### config.mk
export PLATFORM = sky130hd
export DESIGN_NAME = core_store_buffer
export DESIGN_NICKNAME = d
export VERILOG_FILES = /design/src/rtl/core_store_buffer_pkg.sv /design/src/rtl/core_sb_lookup.sv /design/src/rtl/core_store_buffer.sv
export SDC_FILE = /design/constraint.sdc
export NUM_CORES = 1
export LEC_CHECK = 0
export CAP_MARGIN = 20
export CELL_PAD_IN_SITES_DETAIL_PLACEMENT = 1
export CELL_PAD_IN_SITES_GLOBAL_PLACEMENT = 1
export CORE_ASPECT_RATIO = 0.6
export CORE_UTILIZATION = 46
export DETAILED_ROUTE_END_ITERATION = 8
export GPL_ROUTABILITY_DRIVEN = 1
export PLACE_DENSITY_LB_ADDON = 0.1
export SYNTH_ARGS = -nofsm -noshare
export SYNTH_HDL_FRONTEND = slang
export SYNTH_SLANG_ARGS = --single-unit
### constraint.sdc
create_clock -name i_clk -period 7.3 [get_ports i_clk]
set_clock_uncertainty 0.15 [all_clocks]
set_input_delay 0.73 -clock i_clk [delete_from_list [all_inputs] [get_ports i_clk]]
set_output_delay 0.73 -clock i_clk [all_outputs]
set_load 0.02 [all_outputs]
### src/rtl/core_store_buffer_pkg.sv
// Shared types for the core store buffer: the entry record, the default depth
// and the lookup outcome encoding.
package core_store_buffer_pkg;

  localparam int SB_ADDR_W    = 32;
  localparam int SB_DATA_W    = 32;
  localparam int SB_BYTES_DEF = SB_DATA_W / 8;
  localparam int SB_DEPTH_DEF = 4;

  typedef struct packed {
    logic [SB_ADDR_W-3:0]    word;
    logic [SB_DATA_W-1:0]    data;
    logic [SB_BYTES_DEF-1:0] be;
  } sb_entry_t;

  typedef enum logic [1:0] {SB_MISS, SB_HIT, SB_CONFLICT} sb_lookup_t;

endpackage

### src/rtl/core_sb_lookup.sv
// Combinational store-to-load forwarding search. It walks the entries oldest
// to youngest starting at the head, so a younger matching byte overwrites an older one.
module core_sb_lookup
  import core_store_buffer_pkg::*;
#(
  parameter int  SB_DEPTH = SB_DEPTH_DEF,
  parameter int  WORD_W   = SB_ADDR_W - 2,
  parameter int  DATA_W   = SB_DATA_W,
  parameter type entry_t  = sb_entry_t,
  localparam int SB_BYTES = DATA_W / 8,
  localparam int PTR_W    = $clog2(SB_DEPTH)
) (
  input  entry_t              i_entries [SB_DEPTH],
  input  logic [SB_DEPTH-1:0] i_valid,
  input  logic [PTR_W-1:0]    i_head,
  input  logic [WORD_W-1:0]   i_ld_word,
  input  logic [SB_BYTES-1:0] i_ld_be,
  output logic [SB_BYTES-1:0] o_covered,
  output logic [DATA_W-1:0]   o_data
);

  logic [PTR_W-1:0] w_idx;

  always_comb begin
    o_covered = '0;
    o_data    = '0;
    w_idx     = '0;
    for (int i = 0; i < SB_DEPTH; i++) begin
      w_idx = i_head + PTR_W'(i);
      if (i_valid[w_idx] && (i_entries[w_idx].word == i_ld_word)) begin
        for (int b = 0; b < SB_BYTES; b++) begin
          if (i_entries[w_idx].be[b] && i_ld_be[b]) begin
            o_covered[b]     = 1'b1;
            o_data[8*b +: 8] = i_entries[w_idx].data[8*b +: 8];
          end
        end
      end
    end
  end

endmodule

### src/rtl/core_store_buffer.sv
// In-order store buffer between MEM and data memory: FIFO storage, drain port,
// optional coalescing into the youngest non-head entry, and load forwarding.
module core_store_buffer
  import core_store_buffer_pkg::*;
#(
  parameter int  SB_DEPTH = SB_DEPTH_DEF,
  parameter int  ADDR_W   = 32,
  parameter int  DATA_W   = 32,
  parameter int  COALESCE = 1,
  localparam int SB_BYTES = DATA_W / 8,
  localparam int CNT_W    = $clog2(SB_DEPTH) + 1
) (
  input  logic                i_clk,
  input  logic                i_rst,
  input  logic                i_st_valid,
  output logic                o_st_ready,
  input  logic [ADDR_W-1:0]   i_st_addr,
  input  logic [DATA_W-1:0]   i_st_wdata,
  input  logic [SB_BYTES-1:0] i_st_be,
  input  logic                i_ld_valid,
  input  logic [ADDR_W-1:0]   i_ld_addr,
  input  logic [SB_BYTES-1:0] i_ld_be,
  output logic                o_ld_hit,
  output logic                o_ld_conflict,
  output logic [DATA_W-1:0]   o_ld_fwd_data,
  output logic                o_dm_req,
  input  logic                i_dm_gnt,
  output logic [ADDR_W-1:0]   o_dm_addr,
  output logic [DATA_W-1:0]   o_dm_wdata,
  output logic [SB_BYTES-1:0] o_dm_be,
  output logic                o_sb_empty,
  output logic [CNT_W-1:0]    o_sb_count
);

  localparam int PTR_W = $clog2(SB_DEPTH);

  typedef struct packed {
    logic [ADDR_W-3:0]   word;
    logic [DATA_W-1:0]   data;
    logic [SB_BYTES-1:0] be;
  } entry_t;

  entry_t              r_entries [SB_DEPTH];
  logic [SB_DEPTH-1:0] r_valid;
  logic [PTR_W-1:0]    r_head;
  logic [PTR_W-1:0]    r_tail;
  logic [CNT_W-1:0]    r_count;

  logic                w_full, w_empty, w_push, w_pop, w_coal, w_alloc;
  logic [PTR_W-1:0]    w_prev;
  logic [ADDR_W-3:0]   w_st_word;
  entry_t              w_merged;
  logic [SB_BYTES-1:0] w_covered;
  logic [DATA_W-1:0]   w_fwd;
  sb_lookup_t          w_lookup;
  logic                w_unused_addr_lsb;

  assign w_full    = (r_count == CNT_W'(SB_DEPTH));
  assign w_empty   = (r_count == '0);
  assign w_st_word = i_st_addr[ADDR_W-1:2];
  assign w_prev    = r_tail - PTR_W'(1);
  assign w_push    = i_st_valid && !w_full;
  assign w_pop     = !w_empty && i_dm_gnt;
  // Needing two entries keeps the head, which may be mid-drain, out of the merge.
  assign w_coal    = (COALESCE != 0) && w_push && (r_count >= CNT_W'(2)) &&
                     (r_entries[w_prev].word == w_st_word);
  assign w_alloc   = w_push && !w_coal;

  always_comb begin
    w_merged    = r_entries[w_prev];
    w_merged.be = r_entries[w_prev].be | i_st_be;
    for (int b = 0; b < SB_BYTES; b++) begin
      if (i_st_be[b]) w_merged.data[8*b +: 8] = i_st_wdata[8*b +: 8];
    end
  end

  always_ff @(posedge i_clk) begin
    if (w_alloc) r_entries[r_tail] <= '{word: w_st_word, data: i_st_wdata, be: i_st_be};
    if (w_coal)  r_entries[w_prev] <= w_merged;
  end

  always_ff @(posedge i_clk) begin
    if (i_rst) begin
      r_valid <= '0;
      r_head  <= '0;
      r_tail  <= '0;
      r_count <= '0;
    end else begin
      if (w_alloc) begin
        r_valid[r_tail] <= 1'b1;
        r_tail          <= r_tail + PTR_W'(1);
      end
      if (w_pop) begin
        r_valid[r_head] <= 1'b0;
        r_head          <= r_head + PTR_W'(1);
      end
      r_count <= r_count + CNT_W'(w_alloc) - CNT_W'(w_pop);
    end
  end

  core_sb_lookup #(
    .SB_DEPTH (SB_DEPTH),
    .WORD_W   (ADDR_W - 2),
    .DATA_W   (DATA_W),
    .entry_t  (entry_t)
  ) u_lookup (
    .i_entries (r_entries),
    .i_valid   (r_valid),
    .i_head    (r_head),
    .i_ld_word (i_ld_addr[ADDR_W-1:2]),
    .i_ld_be   (i_ld_be),
    .o_covered (w_covered),
    .o_data    (w_fwd)
  );

  always_comb begin
    w_lookup = SB_MISS;
    if (i_ld_valid && (w_covered != '0))
      w_lookup = (w_covered == i_ld_be) ? SB_HIT : SB_CONFLICT;
  end

  assign o_ld_hit      = (w_lookup == SB_HIT);
  assign o_ld_conflict = (w_lookup == SB_CONFLICT);
  assign o_ld_fwd_data = i_ld_valid ? w_fwd : '0;

  assign o_st_ready = !w_full;
  assign o_dm_req   = !w_empty;
  assign o_dm_addr  = o_dm_req ? {r_entries[r_head].word, 2'b00} : '0;
  assign o_dm_wdata = o_dm_req ? r_entries[r_head].data : '0;
  assign o_dm_be    = o_dm_req ? r_entries[r_head].be : '0;
  assign o_sb_empty = w_empty;
  assign o_sb_count = r_count;

  assign w_unused_addr_lsb = ^{i_st_addr[1:0], i_ld_addr[1:0]};

endmodule

==> results of run 1 <==
## synthesized netlist by cell type (all sizes together), types with 17 or more instances
library cell | instances | area (um^2)
clkbuf | 129 | 484
mux4 | 115 | 2600
nor2 | 292 | 1100
o21ai | 81 | 405
xor2 | 21 | 184
nor3 | 31 | 275
xnor2 | 107 | 937
a21oi | 225 | 1130
mux2 | 83 | 938
nand4 | 25 | 208
inv | 18 | 67.6
nor2b | 17 | 106
dfxtp | 275 | 5510
and3 | 20 | 125
and2 | 17 | 106
nand2 | 103 | 387
o221a | 26 | 293
buf | 98 | 632
mux2i | 616 | 6170
## kinds of logic after synthesis
| group | after synthesis | share of synthesized area [%] |
|---|---|---|
| adders and majority gates | 14 | 0.783 |
| buffers and inverters | 247 | 5.10 |
| AOI/OAI and AO/OA | 455 | 12.2 |
| other | 1 | 0.0161 |
| xor gates and xnor gates | 128 | 4.80 |
| DFF | 275 | 23.6 |
| muxes | 814 | 41.6 |
| and+or+nand+nor | 569 | 11.9 |
## sequential cells by signal (all words and copies together) (netlist names)
signal      cells
r_entries     264
o_sb_count      3
r_head          2
r_tail          2
r_valid         4
## final cells by class
type / count / area (um^2) / area share [%]
inverters: 20 / 76.3 / 0.285
multi-input cells: 1982 / 16700 / 62.4
well taps: 682 / 853 / 3.19
clock inverters: 17 / 159 / 0.594
repair buffers: 254 / 2590 / 9.68
diodes: 1 / 2.50 / 0.00935
clock buffers: 39 / 856 / 3.20
flip-flops and latches: 275 / 5520 / 20.6
## layer usage
metal | part of all wire (%) | wire length, um
met1 | 47 | 44600
met2 | 42 | 39600
met3 | 8.6 | 8150
met4 | 2.2 | 2120
met5 | 0 | 0
## worst max-delay path, cell delays in order (launching register included)
cell and delay [ns]:
sky130_fd_sc_hd__dfxtp_4 0.68, sky130_fd_sc_hd__inv_1 0.18, sky130_fd_sc_hd__ha_4 0.36, sky130_fd_sc_hd__buf_4 0.32, sky130_fd_sc_hd__mux4_2 0.37, sky130_fd_sc_hd__a2bb2oi_1 0.42, sky130_fd_sc_hd__o221ai_1 0.19, sky130_fd_sc_hd__or3_1 0.46
sky130_fd_sc_hd__nor4_1 0.63, sky130_fd_sc_hd__nand3_2 0.44, sky130_fd_sc_hd__nand3_1 0.50, sky130_fd_sc_hd__o21ai_0 0.16, sky130_fd_sc_hd__a31oi_1 0.32, sky130_fd_sc_hd__clkdlybuf4s50_1 0.68
## worst max path at each step
stage,start,to,slack (ns)
after global routing,r_head[0],o_ld_fwd_data[2],0.06
after CTS,r_head[0],o_ld_fwd_data[2],0.20
final,r_head[0],o_ld_fwd_data[2],0.12
after floorplan,r_head[0],o_ld_conflict,0.37
after detailed placement,r_head[0],o_ld_fwd_data[2],0.83
after global placement,r_head[0],o_ld_fwd_data[2],0.90
## stage by stage
stage,instances,instance area [um^2]
2_1_floorplan,2504,23300
3_3_place_gp,3211,25700
3_5_place_dp,3211,25700
4_1_cts,3267,26700
5_1_grt,3270,26800
6_report,3270,26800
## power by group
part	switching [W]	leakage [nW]	internal (W)
Clock	0.000731	0.503	0.000902
Sequential	0.00103	2.31	0.00227
Combinational	0.00482	7.60	0.00356
## what timing repair did
item	in CTS	in global routing
setup endpoints to repair	0	9
setup buffers	0	2
resized for setup	0	1
==> flow_summary.rst, run 1 <==
.. list-table::
   :header-rows: 1

   * - Metric
     - Value
   * - Number of vias after detailed routing
     - 21552
   * - Total CTS buffers
     - 31
   * - Final antenna-violating net count
     - 0
   * - Hold_sp
     - r_valid[2]
   * - Crit-path max FO
     - 25
   * - Setup-failing EPs final
     - 0
   * - Wire length of the first global-routing pass
     - 141 mm
   * - Critical Path AT
     - 6.30 ns
   * - Clock slew seen by the registers of the worst setup and hold paths
     - approximately 0.07 ns
   * - Register-to-register setup slack
     - between 1.5 and 2 ns
   * - Startpoint of the worst-slack reg-to-reg timing path
     - r_tail[1]
   * - Layout overhead on the synthesized area
     - 14.7%
   * - Depth of the most critical reg-to-reg path
     - 14
   * - Library cells used by synthesis
     - 85
   * - Share of the clock period used by the worst path
     - 98.3%
   * - Vertical extent of the die
     - 176 um
   * - Minimum clock period
     - slightly above 7 ns
   * - Top library cells by usage in the layout, fill and taps aside
     - sky130_fd_sc_hd__mux2i_1 (615), sky130_fd_sc_hd__nor2_1 (292), sky130_fd_sc_hd__dfxtp_1 (272)
   * - VDD IR-drop max
     - ~0.00030 V
   * - Worst hold path cell count
     - 2
   * - Required @ worst endpoint
     - roughly 6.4 ns
   * - Met2 Track Usage GR
     - a little over half
   * - Avg Cell Area, Syn
     - about 9.3 um^2
   * - Vias in the first global route
     - 21588
   * - Final weighted congestion in routability-driven placement
     - approximately 1.0
   * - Proportion of synthesized chip area in sequential cells
     - around a quarter
   * - Pre-CTS setup slack
     - about 0.83 ns
   * - First-iteration detailed-routing DRC count
     - roughly 2000
   * - Grt ovf
     - 0
   * - Clock Sinks
     - between 200 and 300
   * - Share of post-route cells with drive strength above 1
     - between 10% and 20%
   * - Util after Layout
     - 53.8%
   * - Die outline width
     - slightly below 300 um
   * - Slew HR
     - 24.0%
   * - Number of antenna violations at the first check in global routing
     - 1
   * - Number of hold-slack violations in the final timing report
     - 0
   * - Number of detailed-routing iterations run before antenna repair
     - 5
   * - Worst reg2reg endpoint
     - r_entries[220]
   * - Most common cell after layout, fill and taps aside
     - sky130_fd_sc_hd__mux2i_1
   * - Maximum achievable frequency
     - ~0.14 GHz
   * - Placeable Area
     - between 0.04 and 0.05 mm^2
   * - # port buffers
     - 210
   * - Cell area after synthesis
     - between 0.02 and 0.025 mm^2
   * - CTS tree
     - built
   * - Met1 capacity usage during global routing
     - between 50% and 60%
   * - Maximum number of pins on one net before global-route repair
     - 95
   * - Setup Total Neg Slack
     - 0 ns
   * - Routed length per placed instance
     - 28.9 um
   * - Worst setup path class
     - flip-flop to output pin
   * - Actual transition at the worst max-transition pin
     - 1.14 ns
   * - Synthesized instance count
     - 2503
   * - Crit start category
     - flip-flop
   * - Async set-reset flop share out of synthesis
     - 0%
   * - Result of the run
     - finished, final reports clean
   * - Max clock buf depth
     - 3
   * - Clock latency on the worst-skew pair
     - 0.61 ns
   * - Total routing usage reported by global routing
     - between 30% and 40%
   * - Total power
     - between 0.01 and 0.015 W
   * - Post-synth EDFFs
     - 0
   * - Area of the die
     - 0.0517 mm^2
   * - Number of warnings reported in the yosys synthesis log
     - 0
   * - Top flip-flop cell by instance count after synthesis
     - sky130_fd_sc_hd__dfxtp_1
   * - Post-CTS Hold Fix Bufs
     - 0
   * - Sort of element at the end of the critical path
     - output pin
   * - RSZ-0062 raised after global routing
     - false
   * - Leakage power
     - 10.4 nW
   * - M3 GR Usage
     - around 6.7%
   * - Drc violations
     - 0
   * - Path category of the worst min-delay check
     - flip-flop to flip-flop
   * - Root cell of the clock tree
     - sky130_fd_sc_hd__clkbuf_16
   * - Count of pins on the block boundary
     - between 200 and 250
   * - Final wirelength
     - between 90 and 100 mm
   * - Count of filler cells inserted in the layout
     - 5523
   * - DR vias/cell
     - ~6.6
   * - CTS H-tree lvls
     - 1
   * - Busiest grt layer
     - met1
   * - Number of flip-flops and latches in the synthesized netlist
     - around 280
   * - Worst Hold End
     - r_valid[2]
   * - Setup slack of the critical path after layout
     - around 0.12 ns
   * - Max-cap violations
     - 0
   * - Hpwl dp
     - roughly 67 mm
   * - Starting density of the core
     - a little under half
   * - Ratio of total power to cell area
     - between 400 and 500 mW/mm^2
   * - Final count of pins violating max slew
     - 0
   * - # nets final
     - around 2700
   * - Number of placement rows
     - 63
   * - Final worst hold slack
     - between 0.3 and 0.4 ns
No activity file was read; power rests on OpenSTA's default activity.
==> run 2, diff against run 1 <==
--- a/config.mk
+++ b/config.mk
@@ -10,6 +10,7 @@
 export CELL_PAD_IN_SITES_GLOBAL_PLACEMENT = 1
 export CORE_ASPECT_RATIO = 0.6
 export CORE_UTILIZATION = 46
+export CTS_CLUSTER_DIAMETER = 40
 export DETAILED_ROUTE_END_ITERATION = 8
 export GPL_ROUTABILITY_DRIVEN = 1
 export PLACE_DENSITY_LB_ADDON = 0.1
==> run 2 against run 1 <==
Flip-flop and latch count unchanged. Setup slack improved by 0.049 ns. Via count is essentially flat. Wire length increased by 0.21%. Count of clock-buffer cells in the layout increased by 9. Combinational power hardly changed. Sequential share of layout area fell by 0.26 points. Non-clock buffer count is 2 lower. Sequential power about the same.
==> flow_summary.rst, run 2 (synthesized netlist as in run 1, its figures left out) <==
.. list-table::
   :header-rows: 1

   * - Metric
     - Value
   * - Final antenna-violating net count
     - 0
   * - Clock latency on the worst-skew pair
     - around 0.56 ns
   * - VDD IR-drop max
     - around 0.0003 V
   * - Number of hold-slack violations in the final timing report
     - 0
   * - Die outline width
     - approximately 290 um
   * - Routed length per placed instance
     - ~29 um
   * - Result of the run
     - finished, final reports clean
   * - CTS H-tree lvls
     - 2
   * - Clock Sinks
     - ~280
   * - Share of post-route cells with drive strength above 1
     - 14.0%
   * - Setup Total Neg Slack
     - 0 ns
   * - Net Sw Frac
     - 48.6%
   * - Slew HR
     - 23.3%
   * - Max-cap violations
     - 0
   * - Grt ovf
     - 0
   * - Most used cell, CP
     - sky130_fd_sc_hd__nand4_1
   * - First-iteration detailed-routing DRC count
     - ~2000
   * - Max clock buf depth
     - 3
   * - Total routing usage reported by global routing
     - 35.9%
   * - Placeable Area
     - 0.0497 mm^2
   * - Busiest grt layer
     - met1
   * - Cell-by-cell listing of the critical path
     - inv_1 > ha_4 > buf_4 > mux4_2 > xnor2_1 > nand4_1 > a2111o_1 > a2111oi_4 > nand4_1 > and3_1 > a32oi_1 > and4b_1 > clkdlybuf4s50_1
   * - Maximum achievable frequency
     - 0.140 GHz
   * - Layout overhead on the synthesized area
     - 16.2%
   * - M3 GR Usage
     - 8.06%
   * - Total CTS buffers
     - 39
   * - Number of vias after detailed routing
     - roughly 22000
   * - Ratio of total power to cell area
     - roughly 510 mW/mm^2
   * - Minimum clock period
     - between 7 and 8 ns
   * - Setup slack of the critical path after layout
     - approximately 0.17 ns
   * - Clock Power Share
     - between 10% and 20%
   * - Maximum number of pins on one net before global-route repair
     - 95
   * - Met2 Track Usage GR
     - slightly above 50%
   * - Post-CTS Hold Fix Bufs
     - 0
   * - Clock slew seen by the registers of the worst setup and hold paths
     - roughly 0.060 ns
   * - Crit-path max FO
     - 25
   * - Wire length of the first global-routing pass
     - 141 mm
   * - Root cell of the clock tree
     - sky130_fd_sc_hd__clkbuf_16
   * - Share of the clock period used by the worst path
     - 97.6%
   * - Worst setup path class
     - flip-flop to output pin
   * - Starting density of the core
     - a little under half
   * - Final worst hold slack
     - approximately 0.40 ns
   * - # nets final
     - between 2000 and 3000
   * - Critical Path AT
     - approximately 6.3 ns
   * - Power share of the combinational group
     - between 60% and 70%
   * - Required @ worst endpoint
     - 6.42 ns
   * - # port buffers
     - 210
   * - Proportion of power drawn by flip-flops and latches
     - 24.0%
   * - Met1 capacity usage during global routing
     - 53.1%
   * - Sw Pwr
     - around 0.0067 W
   * - Largest register FFs
     - approximately 260
   * - Most common cell after layout, fill and taps aside
     - sky130_fd_sc_hd__mux2i_1
   * - CTS tree
     - built
   * - Area of the die
     - roughly 0.052 mm^2
   * - Worst-path cell with the longest stage delay
     - sky130_fd_sc_hd__nand4_1
   * - Power Internal
     - slightly above 0.007 W
   * - Hpwl dp
     - 66.6 mm
   * - Crit start category
     - flip-flop
   * - Number of detailed-routing iterations run before antenna repair
     - 5
   * - Number of antenna violations at the first check in global routing
     - 3
   * - Leakage power
     - about 11 nW
   * - Number of placement rows
     - 63
   * - Path category of the worst min-delay check
     - flip-flop to flip-flop
   * - Count of pins on the block boundary
     - 217
   * - DR vias/cell
     - about 6.6
   * - CP max stage delay
     - around 0.70 ns
   * - Vertical extent of the die
     - ~180 um
   * - Final count of pins violating max slew
     - 0
   * - Reg with most FFs
     - r_entries
   * - Pre-CTS setup slack
     - approximately 0.83 ns
   * - Top library cells by usage in the layout, fill and taps aside
     - sky130_fd_sc_hd__mux2i_1 (615), sky130_fd_sc_hd__nor2_1 (292), sky130_fd_sc_hd__dfxtp_1 (272)
   * - Drc violations
     - 0
   * - Sort of element at the end of the critical path
     - output pin
   * - Vias in the first global route
     - between 20000 and 25000
   * - RSZ-0062 raised after global routing
     - false
   * - Final wirelength
     - between 90 and 100 mm
   * - Final weighted congestion in routability-driven placement
     - around 1.0
   * - Setup-failing EPs final
     - 0
   * - Actual transition at the worst max-transition pin
     - 1.15 ns
==> run 2: stage by stage <==
stage | utilization [%] | instance area (um^2) | total power [W] | cells
floorplan | - | 23300 | 0.00858 | 2504
global placement | 51.7 | 25700 | 0.0110 | 3211
detailed placement | 51.7 | 25700 | 0.0114 | 3211
CTS | 54.5 | 27100 | 0.0135 | 3280
global route | 54.5 | 27100 | 0.0144 | 3281
finish | 54.5 | 27100 | 0.0137 | 3283
==> run 2: layout make-up <==
type / count / area [um^2]
antenna: 3 / 7.51
clock buffer: 48 / 1080
clock inverter: 21 / 283
fill: 5487 / 22600
inverter: 20 / 76.3
multi-input combinational: 1982 / 16700
sequential: 275 / 5520
tap: 682 / 853
timing repair buffer: 252 / 2570
==> run 2: what timing repair did <==
| item | 4_1_cts | 5_1_grt |
|---|---|---|
| endpoints found under the setup margin | 0 | 8 |
| setup buffers | 0 | 0 |
| resized for setup | 0 | 1 |
==> run 2: final timing paths <==
kind	from	endpoint	cells past startpoint	slack, ns
worst max-delay path	r_head[0]	o_ld_hit	13	0.17
worst min-delay path	r_valid[2]	r_valid[2]	2	0.40
worst max register to register	r_tail[1]	r_entries[220]	14	1.79
worst min register to register	r_valid[2]	r_valid[2]	2	0.40
==> run 2: critical path, delay by kind of cell, from the launching register on <==
family | cells | cell delay (ns)
buffers and inverters | 3 | 1.15
AO/OA/AOI/OAI | 3 | 1.06
adder cells (fa/ha/maj) | 1 | 0.36
flip-flops | 1 | 0.69
multiplexers | 1 | 0.37
AND/OR/NAND/NOR | 4 | 1.55
XOR/XNOR | 1 | 0.51
==> run 2: power groups by stage <==
stage / Combinational (W) / Clock, W / Sequential [W]
final: 0.00839 / 0.00206 / 0.00329
after global routing: 0.00885 / 0.00215 / 0.00338
after CTS: 0.00820 / 0.00207 / 0.00323
after detailed placement: 0.00813 / 0 / 0.00324
after global placement: 0.00787 / 0 / 0.00314
after floorplan: 0.00574 / 0 / 0.00283
==> run 2: metal layers <==
layer  vias up  share of wire, %
met3       152               9.4
met2       959                42
met5         -             0.014
met1     11037                46
met4         2               2.3
li1       9405                 -
